File: src/rtl/riscv_mc_ctrl_if.sv
// riscv_mc_ctrl_if -- control bundle between the multi-cycle RISC-V controller
// and its datapath.
//   slave  : controller side (riscv_mc_ctrl)
//   master : datapath / testbench side
// Signals:
//   OPCODE[6:0]   IR opcode field, valid from ID onward
//   BR_TAKEN      branch comparator result, valid in EX
//   HALT_REQ      halt condition from the datapath, sampled in ID
//   D_MEM_RDY     data memory ready (only honoured in the wait-state build)
//   IR_WE, PC_WE, PC_SRC[1:0], RF_WE, D_MEM_WEN (low), D_MEM_CSN (low)
//   HALT          sticky halted flag
//   ILLEGAL       one-cycle pulse on an unrecognised opcode
//   STATE[2:0]    IF=0 ID=1 EX=2 MEM=3 WB=4 HALTED=5
//   NUM_INST      retired-instruction counter, CNT_W bits
interface riscv_mc_ctrl_if #(
    parameter int CNT_W = 32
);
    logic [6:0]       OPCODE;
    logic             BR_TAKEN;
    logic             HALT_REQ;
    logic             D_MEM_RDY;
    logic             IR_WE;
    logic             PC_WE;
    logic [1:0]       PC_SRC;
    logic             RF_WE;
    logic             D_MEM_WEN;
    logic             D_MEM_CSN;
    logic             HALT;
    logic             ILLEGAL;
    logic [2:0]       STATE;
    logic [CNT_W-1:0] NUM_INST;

    modport slave (
        input  OPCODE, BR_TAKEN, HALT_REQ, D_MEM_RDY,
        output IR_WE, PC_WE, PC_SRC, RF_WE, D_MEM_WEN, D_MEM_CSN,
               HALT, ILLEGAL, STATE, NUM_INST
    );

    modport master (
        output OPCODE, BR_TAKEN, HALT_REQ, D_MEM_RDY,
        input  IR_WE, PC_WE, PC_SRC, RF_WE, D_MEM_WEN, D_MEM_CSN,
               HALT, ILLEGAL, STATE, NUM_INST
    );
endinterface

File: src/rtl/riscv_mc_ctrl.sv
// riscv_mc_ctrl -- multi-cycle RISC-V control FSM (IF/ID/EX/MEM/WB/HALTED).
// Ports:
//   CLK   clock, rising edge
//   RSTn  synchronous active-low reset
//   bus   riscv_mc_ctrl_if.slave (opcode/branch/halt/ready in, enables out)
// Parameter:
//   CNT_W width of the retired-instruction counter (must match bus)
// Build option:
//   RISCV_MC_CTRL_MEM_WAIT_EN -- when defined, MEM holds until D_MEM_RDY=1.
//   When undefined MEM is a single cycle and D_MEM_RDY is ignored.
module riscv_mc_ctrl #(
    parameter int CNT_W = 32
) (
    input  logic            CLK,
    input  logic            RSTn,
    riscv_mc_ctrl_if.slave  bus
);

    typedef enum logic [2:0] {
        S_IF     = 3'd0,
        S_ID     = 3'd1,
        S_EX     = 3'd2,
        S_MEM    = 3'd3,
        S_WB     = 3'd4,
        S_HALTED = 3'd5
    } state_t;

    typedef enum logic [2:0] {
        K_ALU, K_JAL, K_JALR, K_LOAD, K_STORE, K_BRANCH, K_ILL
    } kind_t;

    localparam logic [6:0] OP_ALU_R  = 7'b0110011;
    localparam logic [6:0] OP_ALU_I  = 7'b0010011;
    localparam logic [6:0] OP_LUI    = 7'b0110111;
    localparam logic [6:0] OP_AUIPC  = 7'b0010111;
    localparam logic [6:0] OP_JAL    = 7'b1101111;
    localparam logic [6:0] OP_JALR   = 7'b1100111;
    localparam logic [6:0] OP_LOAD   = 7'b0000011;
    localparam logic [6:0] OP_STORE  = 7'b0100011;
    localparam logic [6:0] OP_BRANCH = 7'b1100011;

    state_t           state_q;
    kind_t            kind_q;    // instruction class latched on ID->EX
    kind_t            kind_id;   // class decoded from OPCODE (used in ID)
    logic             halt_q;
    logic [CNT_W-1:0] num_q;
    logic             mem_done;
    logic             retire;

    always_comb begin
        kind_id = K_ILL;
        case (bus.OPCODE)
            OP_ALU_R, OP_ALU_I, OP_LUI, OP_AUIPC: kind_id = K_ALU;
            OP_JAL:    kind_id = K_JAL;
            OP_JALR:   kind_id = K_JALR;
            OP_LOAD:   kind_id = K_LOAD;
            OP_STORE:  kind_id = K_STORE;
            OP_BRANCH: kind_id = K_BRANCH;
            default:   kind_id = K_ILL;
        endcase
    end

`ifdef RISCV_MC_CTRL_MEM_WAIT_EN
    assign mem_done = bus.D_MEM_RDY;
`else
    logic unused_rdy;
    assign unused_rdy = bus.D_MEM_RDY;
    assign mem_done   = 1'b1;
`endif

    // Retire cycle: the last cycle of an instruction. Illegal opcodes retire
    // in ID, so this depends on OPCODE in ID; OPCODE comes from the IR, whose
    // load enable depends on state only, so no loop is formed.
    always_comb begin
        retire = 1'b0;
        case (state_q)
            S_ID:    retire = !bus.HALT_REQ && (kind_id == K_ILL);
            S_EX:    retire = (kind_q == K_BRANCH);
            S_MEM:   retire = (kind_q == K_STORE) && mem_done;
            S_WB:    retire = 1'b1;
            default: retire = 1'b0;
        endcase
    end

    // Enables are gated by RSTn so they are inactive for the whole reset
    // period, including the cycle before the first reset edge.
    always_comb begin
        bus.IR_WE     = RSTn && (state_q == S_IF);
        bus.RF_WE     = RSTn && (state_q == S_WB);
        bus.D_MEM_CSN = !(RSTn && (state_q == S_MEM));
        bus.D_MEM_WEN = !(RSTn && (state_q == S_MEM) && (kind_q == K_STORE));
        bus.PC_WE     = RSTn && retire;
        bus.ILLEGAL   = RSTn && (state_q == S_ID) && !bus.HALT_REQ
                        && (kind_id == K_ILL);
        // BR_TAKEN is only valid in EX, so the branch select is decoded live.
        bus.PC_SRC    = 2'b00;
        if (state_q == S_EX && kind_q == K_BRANCH)
            bus.PC_SRC = {1'b0, bus.BR_TAKEN};
        else if (state_q == S_WB && kind_q == K_JAL)
            bus.PC_SRC = 2'b10;
        else if (state_q == S_WB && kind_q == K_JALR)
            bus.PC_SRC = 2'b11;
        bus.HALT      = halt_q;
        bus.STATE     = state_q;
        bus.NUM_INST  = num_q;
    end

    always_ff @(posedge CLK) begin
        if (!RSTn) begin
            state_q <= S_IF;
            kind_q  <= K_ALU;
            halt_q  <= 1'b0;
            num_q   <= '0;
        end else begin
            if (retire)
                num_q <= num_q + CNT_W'(1);
            case (state_q)
                S_IF: state_q <= S_ID;
                S_ID: begin
                    if (bus.HALT_REQ) begin
                        state_q <= S_HALTED;
                        halt_q  <= 1'b1;
                    end else if (kind_id == K_ILL) begin
                        state_q <= S_IF;
                    end else begin
                        kind_q  <= kind_id;
                        state_q <= S_EX;
                    end
                end
                S_EX: begin
                    case (kind_q)
                        K_BRANCH:        state_q <= S_IF;
                        K_LOAD, K_STORE: state_q <= S_MEM;
                        default:         state_q <= S_WB;
                    endcase
                end
                S_MEM: begin
                    if (mem_done)
                        state_q <= (kind_q == K_LOAD) ? S_WB : S_IF;
                end
                S_WB:     state_q <= S_IF;
                S_HALTED: state_q <= S_HALTED;
                default:  state_q <= S_IF;
            endcase
        end
    end

endmodule

File: src/flat_wrapper.sv
// flat-port wrapper written by rule: the top's interface ports become plain ports
module riscv_mc_ctrl_flat 
#(
    parameter int CNT_W = 32
)
  (CLK, RSTn, bus_OPCODE, bus_BR_TAKEN, bus_HALT_REQ, bus_D_MEM_RDY, bus_IR_WE, bus_PC_WE, bus_PC_SRC, bus_RF_WE, bus_D_MEM_WEN, bus_D_MEM_CSN, bus_HALT, bus_ILLEGAL, bus_STATE, bus_NUM_INST);
  riscv_mc_ctrl_if #(.CNT_W(CNT_W)) bus_i ();
  input  logic CLK;
  input  logic RSTn;
  input wire logic [$bits(bus_i.OPCODE)-1:0] bus_OPCODE;
  input wire logic [$bits(bus_i.BR_TAKEN)-1:0] bus_BR_TAKEN;
  input wire logic [$bits(bus_i.HALT_REQ)-1:0] bus_HALT_REQ;
  input wire logic [$bits(bus_i.D_MEM_RDY)-1:0] bus_D_MEM_RDY;
  output wire logic [$bits(bus_i.IR_WE)-1:0] bus_IR_WE;
  output wire logic [$bits(bus_i.PC_WE)-1:0] bus_PC_WE;
  output wire logic [$bits(bus_i.PC_SRC)-1:0] bus_PC_SRC;
  output wire logic [$bits(bus_i.RF_WE)-1:0] bus_RF_WE;
  output wire logic [$bits(bus_i.D_MEM_WEN)-1:0] bus_D_MEM_WEN;
  output wire logic [$bits(bus_i.D_MEM_CSN)-1:0] bus_D_MEM_CSN;
  output wire logic [$bits(bus_i.HALT)-1:0] bus_HALT;
  output wire logic [$bits(bus_i.ILLEGAL)-1:0] bus_ILLEGAL;
  output wire logic [$bits(bus_i.STATE)-1:0] bus_STATE;
  output wire logic [$bits(bus_i.NUM_INST)-1:0] bus_NUM_INST;
  assign bus_i.OPCODE = bus_OPCODE;
  assign bus_i.BR_TAKEN = bus_BR_TAKEN;
  assign bus_i.HALT_REQ = bus_HALT_REQ;
  assign bus_i.D_MEM_RDY = bus_D_MEM_RDY;
  assign bus_IR_WE = bus_i.IR_WE;
  assign bus_PC_WE = bus_i.PC_WE;
  assign bus_PC_SRC = bus_i.PC_SRC;
  assign bus_RF_WE = bus_i.RF_WE;
  assign bus_D_MEM_WEN = bus_i.D_MEM_WEN;
  assign bus_D_MEM_CSN = bus_i.D_MEM_CSN;
  assign bus_HALT = bus_i.HALT;
  assign bus_ILLEGAL = bus_i.ILLEGAL;
  assign bus_STATE = bus_i.STATE;
  assign bus_NUM_INST = bus_i.NUM_INST;
  riscv_mc_ctrl #(.CNT_W(CNT_W)) u_core (.CLK(CLK), .RSTn(RSTn), .bus(bus_i));
endmodule
File: config.mk
export PLATFORM = sky130hd
export DESIGN_NAME = riscv_mc_ctrl_flat
export DESIGN_NICKNAME = d
export VERILOG_FILES = /design/src/rtl/riscv_mc_ctrl_if.sv /design/src/rtl/riscv_mc_ctrl.sv /design/src/flat_wrapper.sv
export SDC_FILE = /design/constraint.sdc
export NUM_CORES = 1
export LEC_CHECK = 0
export BUFFER_PORTS_ARGS = -buffer_cell sky130_fd_sc_hd__buf_2
export CAP_MARGIN = 40
export CORE_MARGIN = 5
export CORE_UTILIZATION = 30
export CTS_CLUSTER_DIAMETER = 150
export DETAILED_ROUTE_END_ITERATION = 8
export HOLD_SLACK_MARGIN = 0.06
export SLEW_MARGIN = 20
export SYNTH_ARGS = -nofsm -noshare
export SYNTH_HDL_FRONTEND = slang
export SYNTH_SLANG_ARGS = --single-unit
File: constraint.sdc
create_clock -name CLK -period 4.7 [get_ports CLK]
set_input_delay 0.235 -clock CLK [delete_from_list [all_inputs] [get_ports CLK]]
set_output_delay 0.235 -clock CLK [all_outputs]
set_load 0.005 [all_outputs]
==> results of run 1 <==
==> kinds of logic (layout without fill, tap and decap cells) <==
family,after synthesis,count (layout),synth area share (%)
DFF,39,39,37.7
muxes,2,2,1.03
buffers and inverters,15,68,3.03
xor gates and xnor gates,31,31,13.1
and+or+nand+nor,106,106,26.1
AOI/OAI and AO/OA,53,53,18.4
adders and majority gates,1,1,0.605
==> final cells by class <==
| class | count | area [sq um] | share of cell area, % |
|---|---|---|---|
| Inverter | 3 | 11.3 | 0.451 |
| Clock inverter | 1 | 5.00 | 0.201 |
| Multi-Input combinational cell | 193 | 1220 | 49.1 |
| Timing Repair Buffer | 57 | 297 | 11.9 |
| Clock buffer | 7 | 76.3 | 3.06 |
| Sequential cell | 39 | 781 | 31.3 |
| Tap cell | 80 | 100 | 4.01 |
==> layer usage <==
layer | GRT usage, % | up-vias | routed length (um)
li1 | - | 990 | -
met1 | 16.0 | 866 | 2500
met2 | 20.8 | 40 | 2390
met3 | 3.46 | 7 | 279
met4 | 4.15 | 0 | 61
met5 | 0 | - | 0
==> cell usage in the layout, fill, tap and decap left out, types with 2 or more instances in the layout <==
cell type  instances
a21oi_1            6
and2_1             5
and3_1            13
and4_1             2
buf_2             54
buf_4              2
clkbuf_1           2
clkbuf_8           5
dfxtp_1           39
inv_1              2
nand2_1           12
nand2b_1           3
nand3_1            4
nand4_1            3
nor2_1            45
nor2b_1            3
nor3_1             2
nor4_1             3
o2111ai_1         14
o211ai_1           5
o21ai_0           13
o21ai_1            3
o21bai_1           2
o22ai_1            2
or3_1              3
xnor2_1            2
xor2_1            29
==> how the worst max path moves through the flow <==
stage	startpoint	endpoint	cells after the start
after floorplan	u_core.bus.STATE[2]	u_core.bus.NUM_INST[26]	7
after global placement	u_core.bus.STATE[0]	u_core.bus.NUM_INST[18]	6
after detailed placement	u_core.bus.STATE[0]	u_core.bus.NUM_INST[9]	5
after CTS	u_core.bus.STATE[0]	bus_PC_WE	5
after global routing	u_core.bus.STATE[0]	bus_PC_WE	5
final	u_core.bus.STATE[0]	bus_PC_WE	5
==> power groups by stage <==
stage / Sequential, uW / Combinational (uW) / Clock [uW]
5_1_grt: 342 / 54.5 / 241
3_3_place_gp: 348 / 47.7 / 0
3_5_place_dp: 348 / 48.8 / 0
4_1_cts: 340 / 49.0 / 226
6_report: 341 / 48.2 / 219
2_1_floorplan: 346 / 29.7 / 0
==> cell usage after synthesis, drive strengths merged, types with 2 or more instances <==
library cell,number
o21bai,2
and4,2
xnor2,2
o22ai,2
o211ai,5
nand2b,4
xor2,29
and3,13
buf,5
a21oi,7
or3,3
nand3,4
o21ai,16
nand4,3
o2111ai,14
clkbuf,7
dfxtp,39
nand2,12
nor2,45
nor2b,3
inv,3
nor3,3
and2,5
nor4,3
==> stage by stage <==
stage | cell area, sq um | utilization [%] | hold WS [ns] | std cells | setup slack [ns]
6_report | 2490 | 36.9 | 0.237 | 380 | 2.05
5_1_grt | 2490 | 36.9 | 0.240 | 380 | 1.77
4_1_cts | 2490 | 36.9 | 0.228 | 380 | 2.02
3_5_place_dp | 2410 | 35.7 | 0.457 | 372 | 2.24
3_3_place_gp | 2400 | 35.6 | 0.455 | 371 | 2.06
2_1_floorplan | 2070 | - | 0.357 | 247 | 2.91
==> state kept, by name (all words and copies together) (netlist names) <==
signal and count:
u_core.kind_q 3, u_core.bus.STATE 3, u_core.bus.HALT 1, u_core.bus.NUM_INST 32
==> worst reg2reg max path, stage by stage, from the launching register on <==
cell	delay, ns
dfxtp_1	0.60
xnor2_1	0.17
o41ai_4	0.52
buf_6	0.23
and2b_1	0.38
o2111ai_1	0.20
xor2_1	0.16
nor2_1	0.06
==> flow_metrics.tcl, run 1 <==
set metrics [dict create \
    status "completed" \
    fin_total_pwr_uw 608 \
    reg2reg_from "u_core.bus.STATE[0]" \
    grt_max_degree 27 \
    ys_seq_area_share_pct 37.7 \
    num_io_pins 56 \
    fin_crit_ns 2.65 \
    synth_cell_type_count 47 \
    viasPerCell 5.01 \
    avgSynthCellArea_sq_um 8.37 \
    rr_worst_depth 7 \
    tightest_slew_ns 0.829 \
    ir_drop_mv 0.113 \
    startpoint_type "flop" \
    p_sw_uw 151 \
    post_drt_wl_per_cell_um 13.7 \
    finalMaxSlewViolations 0 \
    skew_ns 0.00652 \
    critPathMaxStageDelay_ns 0.69 \
    drtAntennaViolNets 0 \
    cts_root_buf "clkbuf_8" \
    pwr-share-seq_pct 56.0 \
    final-hold-violation-count 0 \
    cts_setup_buffers 0 \
    clockBufferDepth 2 \
    cts_resized 0 \
    grt_overflow_total 0 \
    hpwl_mm 3.79 \
    internal-power_uw 457 \
    syn-instance-count 247 \
    clock.fmax_mhz 378 \
    endpoint_kind "output pin" \
    drc 0 \
    ys_ff_latch 39 \
    setup_viol_count_final 0 \
    power_frac_comb_pct 7.9 \
    p_leak_uw 0.00105 \
    fin_crit_sh_pct 56.3 \
    antenna_found_initial 0 \
    dieWidth_um 93.0 \
    synth_top_area_cell "dfxtp_1" \
    die_area_sq_um 8650 \
    max_cap_viol_count 0 \
    cts_hold_buf 0 \
    core_sq_um 6760 \
    grt_pass1_wl_mm 8.91 \
    r2r_slack_ns 2.24 \
    fp-row-count 30 \
    insertion_delay_ns 0.29 \
    grtUsageTotal_pct 12.6 \
    clockPowerShare_pct 36.0 \
    synth_fp_nets 260 \
    crit_type "reg -> out" \
    antennaDiodeCount 0 \
    timing.rr.end "u_core.bus.NUM_INST[18]" \
    hold_class "in -> reg" \
    wirelength_mm 5.22 \
    dr.pass1.iters 4 \
    fin_tns_setup_ns 0 \
    yosysWarnings 0 \
    die_y_um 93.0 \
    nFillCells 733 \
    dr.first_iter.drc_count 95 \
    relSlewSlack_pct 44.8 \
    clkTransAtPathRegs_ns 0.07 \
    cpLargestDelayFamily "simple AND/OR/NAND/NOR gates" \
    h-tree-depth 2 \
    critical_path.cell_chain "nand3b_1 > a21oi_2 > nor2_1 > nor2_1 > buf_2" \
    clkSinkCount 39 \
    worst-path-buf-inv 1 \
    rsz0062_at_grt "false" \
    swShare_pct 24.9 \
    nNetsFinal 312 \
    synthTopCellsByArea "dfxtp_1 (38%), xor2_1 (12%), nor2_1 (8.2%)" \
    synth.top_cell.area_share_pct 37.7 \
    vias 1903 \
    drive_above_1_share_pct 23.0 \
    async_flop_share_pct 0 \
    min_from "bus_HALT_REQ" \
    first_global_vias 1874 \
    synth-edff-count 0 \
    cp_common_cell "nor2_1" \
    globalplace.congestion 0.785 \
    crit_slowest_cell "a21oi_2" \
    holdPathEnd "u_core.bus.HALT" \
    worst_ep_required_time_ns 4.47 \
    arrival_ns 2.41 \
    whs_path_depth 3 \
    numPortBuffers 54 \
    area_delta_synth_final_pct 20.6 \
    pwr_density_cell_nw_per_um2 244 \
    cts_tree "done" \
    crit_path_max_fanout 18 \
    start_util_pct 30.6 \
    synth.cell_area_sq_um 2070 \
    synth_flop_cell "dfxtp_1" \
    cts_buffers 5 \
]
Note: power is estimated with default switching activity, not from simulation.
==> run 2: changes to the inputs <==
clock period = 2.3 ns   (was 4.7 ns; I/O delays follow)
==> flow_metrics.tcl, run 2 (synthesized netlist as in run 1, its figures left out) <==
set metrics [dict create \
    status "completed" \
    dpl.cell_count 377 \
    critical_path.cell_chain "or3b_1 > o41ai_4 > buf_4 > nor2_1 > nor2_1 > buf_2" \
    crit_path_max_fanout 17 \
    vias 1967 \
    worst-path-buf-inv 2 \
    clockBufferDepth 2 \
    cp.depth 6 \
    viasPerCell 5.11 \
    clkTransAtPathRegs_ns 0.07 \
    h-tree-depth 2 \
    cpLargestDelayFamily "simple AND/OR/NAND/NOR gates" \
    setup_viol_count_final 0 \
    worst_ep_required_time_ns 2.18 \
    area_delta_synth_final_pct 23.2 \
    cts_buffers 5 \
    critPathMaxStageDelay_ns 0.48 \
    die_y_um 93.0 \
    clkSinkCount 39 \
    pwr_density_cell_nw_per_um2 512 \
    insertion_delay_ns 0.29 \
    drive_above_1_share_pct 24.6 \
    antennaDiodeCount 0 \
    fin_crit_ns 2.12 \
    r2r_slack_ns 0.25 \
    grt_pass1_wl_mm 8.81 \
    ir_drop_mv 0.253 \
    hpwl_mm 3.89 \
    die_area_sq_um 8650 \
    wirelength_mm 5.27 \
    cp_common_cell "nor2_1" \
    cts_hold_buf 0 \
    globalplace.congestion 0.789 \
    final_common_cell "buf_2" \
    skew_ns 0.00356 \
    first_global_vias 1891 \
    timing.rr.end "u_core.bus.NUM_INST[11]" \
    arrival_ns 2.01 \
    endpoint_kind "output pin" \
    p_leak_uw 0.00109 \
    cts_tree "done" \
    relSlewSlack_pct 67.4 \
    startpoint "u_core.bus.STATE[2]" \
    nNetsFinal 317 \
    final-hold-violation-count 0 \
    startpoint_type "flop" \
    tightest_slew_ns 0.487 \
    fp-row-count 30 \
    cts_resized 0 \
    crit_slowest_cell "or3b_1" \
    top_layer_used "met4" \
    grt_overflow_total 0 \
    rsz0062_at_grt "false" \
    largest_register_ffs 32 \
    grtUsageTotal_pct 12.5 \
    core_sq_um 6760 \
    dr.pass1.iters 4 \
    layout_common_cells "buf_2 (54), nor2_1 (45), dfxtp_1 (39), xor2_1 (29), o2111ai_1 (14)" \
    drc 0 \
    numPortBuffers 54 \
    final_util_pct 37.7 \
    hold_class "in -> reg" \
    crit_type "reg -> out" \
    max_cap_viol_count 0 \
    dr_wl_met2_mm 2.43 \
    post_drt_wl_per_cell_um 13.7 \
    wl_met3_um 284 \
    rr_worst_depth 6 \
    fin_tns_setup_ns 0 \
    dieWidth_um 93.0 \
    cts_setup_buffers 0 \
    start_util_pct 30.6 \
    antenna_found_initial 0 \
    finalMaxSlewViolations 0 \
    fin_crit_sh_pct 92.3 \
    drtAntennaViolNets 0 \
    dr.first_iter.drc_count 48 \
    fin_cells 385 \
    reg2reg_from "u_core.bus.STATE[2]" \
    num_io_pins 56 \
    endpoint "bus_PC_WE" \
    wl_met1_mm 2.47 \
    grt_max_degree 24 \
    clock.fmax_mhz 471 \
    cts_root_buf "clkbuf_8" \
]
-- run 2: cell types whose count changed in the layout (fill, tap and decap cells not counted), sizes merged --
cell and delta:
buf +5, clkbuf +1, clkinv -1
-- run 2: worst min path at each step --
stage                                  end  cells after the start  slack (ns)    startpoint
final                      u_core.bus.HALT                      3        0.12  bus_HALT_REQ
after floorplan           u_core.kind_q[0]                      1        0.24          RSTn
after CTS                  u_core.bus.HALT                      3        0.11  bus_HALT_REQ
after global placement     u_core.bus.HALT                      3        0.42  bus_HALT_REQ
after detailed placement   u_core.bus.HALT                      3        0.42  bus_HALT_REQ
after global routing       u_core.bus.HALT                      3        0.12  bus_HALT_REQ
-- run 2: report_power, final --
group	leakage, uW	switching, uW	internal, uW
clock network	0.0000515	230	274
logic	0.000723	63.9	44.0
registers	0.000315	11.0	682
-- run 2: final cells by class --
| type | count | area [sq um] |
|---|---|---|
| Timing Repair Buffer | 62 | 330 |
| Clock buffer | 8 | 100 |
| Tap cell | 80 | 100 |
| Inverter | 3 | 11.3 |
| Sequential cell | 39 | 781 |
| Multi-Input combinational cell | 193 | 1220 |
| Fill cell | 705 | 4210 |
-- run 2: worst min-delay path: stages --
cell and delay, ns:
buf_2 0.11, a31oi_1 0.08, nor2_1 0.07
-- run 2: through the flow --
stage                     setup slack [ns]  hold WS [ns]  instance area [sq um]  total power (uW)
after global placement               0.308         0.416                   2450               817
after CTS                            0.150         0.109                   2550              1330
final                                0.176         0.116                   2550              1310
after floorplan                      0.514         0.237                   2070               768
after global routing                0.0328         0.125                   2550              1370
after detailed placement             0.265         0.418                   2450               818
-- run 2: metal layers --
metal / GRT usage, % / up-vias
li1: - / 996
met1: 15.5 / 921
met2: 20.6 / 42
met3: 3.38 / 8
met4: 4.76 / 0
met5: 0 / -
==> run 3: changes to the inputs <==
BUFFER_PORTS_ARGS = -buffer_cell sky130_fd_sc_hd__buf_4   (was -buffer_cell sky130_fd_sc_hd__buf_2)
RECOVER_POWER = 50   (was default)
==> flow_metrics.tcl, run 3 (synthesized netlist as in run 1, its figures left out) <==
set metrics [dict create \
    r2r_slack_ns 0.24 \
    pwr_density_cell_nw_per_um2 475 \
    start_util_pct 30.6 \
    clkSinkCount 39 \
    ir_drop_mv 0.176 \
    clock.fmax_mhz 472 \
    hold_class "in -> reg" \
    die_area_sq_um 8650 \
    internal-power_uw 944 \
    clkTransAtPathRegs_ns 0.08 \
    setup_viol_count_final 0 \
    antenna_found_initial 0 \
    layout_common_cells "nor2_1 (45), dfxtp_1 (39), clkbuf_4 (32), xor2_1 (29), buf_4 (23)" \
    dpl.cell_count 376 \
    first_global_vias 1896 \
    grt_overflow_total 0 \
    vias 1964 \
    finalMaxSlewViolations 0 \
    h-tree-depth 2 \
    clockPowerShare_pct 35.5 \
    crit_path_max_fanout 17 \
    insertion_delay_ns 0.29 \
    final_common_cell "nor2_1" \
    timing.rr.end "u_core.bus.NUM_INST[9]" \
    fp-row-count 30 \
    cts_setup_buffers 0 \
    globalplace.congestion 0.782 \
    die_y_um 93.0 \
    rr_worst_depth 6 \
    reg2reg_from "u_core.bus.STATE[2]" \
    drc 0 \
    worst_ep_required_time_ns 2.18 \
    cts_root_buf "clkbuf_8" \
    endpoint_kind "output pin" \
    wirelength_mm 5.30 \
    area_delta_synth_final_pct 28.3 \
    largest_register_ffs 32 \
    dr.pass1.iters 4 \
    numPortBuffers 54 \
    max_cap_viol_count 0 \
    cts_hold_buf 0 \
    arrival_ns 2.00 \
    tightest_slew_ns 0.511 \
    cts_resized 0 \
    startpoint_type "flop" \
    post_dp_cell_area_sq_um 2590 \
    status "completed" \
    drtAntennaViolNets 0 \
    nFillCells 726 \
    grt_pass1_wl_mm 9.07 \
    crit_type "reg -> out" \
    num_io_pins 56 \
    pwr-share-seq_pct 55.1 \
    p_sw_uw 317 \
    fin_crit_ns 2.12 \
    grtUsageTotal_pct 12.9 \
    startpoint "u_core.bus.STATE[2]" \
    grt_max_degree 27 \
    rsz0062_at_grt "false" \
    swShare_pct 25.1 \
    fin_crit_sh_pct 92.2 \
    cts_buffers 5 \
    cts_tree "done" \
    antennaDiodeCount 0 \
    power_frac_comb_pct 9.3 \
    stdcell_area_sq_um 2650 \
    p_leak_uw 0.00105 \
    drive_above_1_share_pct 22.7 \
    dieWidth_um 93.0 \
    relSlewSlack_pct 65.9 \
    fin_cells 384 \
    final-hold-violation-count 0 \
    nNetsFinal 316 \
    hpwl_mm 3.95 \
    dr.first_iter.drc_count 97 \
    post_drt_wl_per_cell_um 13.8 \
    clockBufferDepth 2 \
    endpoint "bus_PC_WE" \
    viasPerCell 5.11 \
    skew_ns 0.00431 \
    fin_tns_setup_ns 0 \
    core_sq_um 6760 \
]
-- run 3: stage by stage --
| stage | util, % | hold WS [ns] | power [uW] | worst slack, ns |
|---|---|---|---|---|
| 6_report | 39.3 | 0.0921 | 1260 | 0.180 |
| 5_1_grt | 39.3 | 0.0993 | 1320 | 0.0232 |
| 4_1_cts | 39.5 | 0.0839 | 1280 | 0.157 |
| 3_5_place_dp | 38.3 | 0.387 | 831 | 0.264 |
| 3_3_place_gp | 38.3 | 0.395 | 829 | 0.295 |
| 2_1_floorplan | - | 0.237 | 768 | 0.514 |
-- run 3: area by class of cell --
cell class	count	area (sq um)	area share [%]
clock inverter	3	15.0	0.566
multi-input combinational	193	1220	46.2
tap	80	100	3.77
inverter	3	11.3	0.425
clock buffer	5	68.8	2.59
sequential	39	781	29.4
timing repair buffer	61	452	17.0
-- run 3: worst max-delay path, cell delays in order, from the launching register on --
cell	delay, ns
dfxtp_1	0.47
or3b_1	0.48
o41ai_4	0.09
buf_4	0.28
nor2_1	0.14
nor2_1	0.13
buf_4	0.12
-- run 3: power by group through the flow --
stage                     sequential (uW)  clock, uW  combinational (uW)
after global routing                  697        496                 131
after CTS                             694        468                 121
after floorplan                       707          0                60.7
final                                 695        448                 117
after global placement                711          0                 119
after detailed placement              710          0                 120
-- run 3: worst min path at each step --
stage,cells after the start,from,slack (ns),endpoint
after global placement,2,RSTn,0.39,u_core.kind_q[0]
after global routing,3,bus_HALT_REQ,0.1,u_core.bus.HALT
after detailed placement,2,RSTn,0.39,u_core.kind_q[0]
after floorplan,1,RSTn,0.24,u_core.kind_q[0]
after CTS,2,RSTn,0.08,u_core.kind_q[0]
final,2,RSTn,0.09,u_core.kind_q[0]
-- run 3: routing by layer --
layer,GRT usage [%],part of all wire [%],up-vias
met5,0,0,-
met4,4.52,1.7,0
met3,3.78,5.5,10
met2,20.2,45,47
met1,16.8,48,908
li1,-,-,999
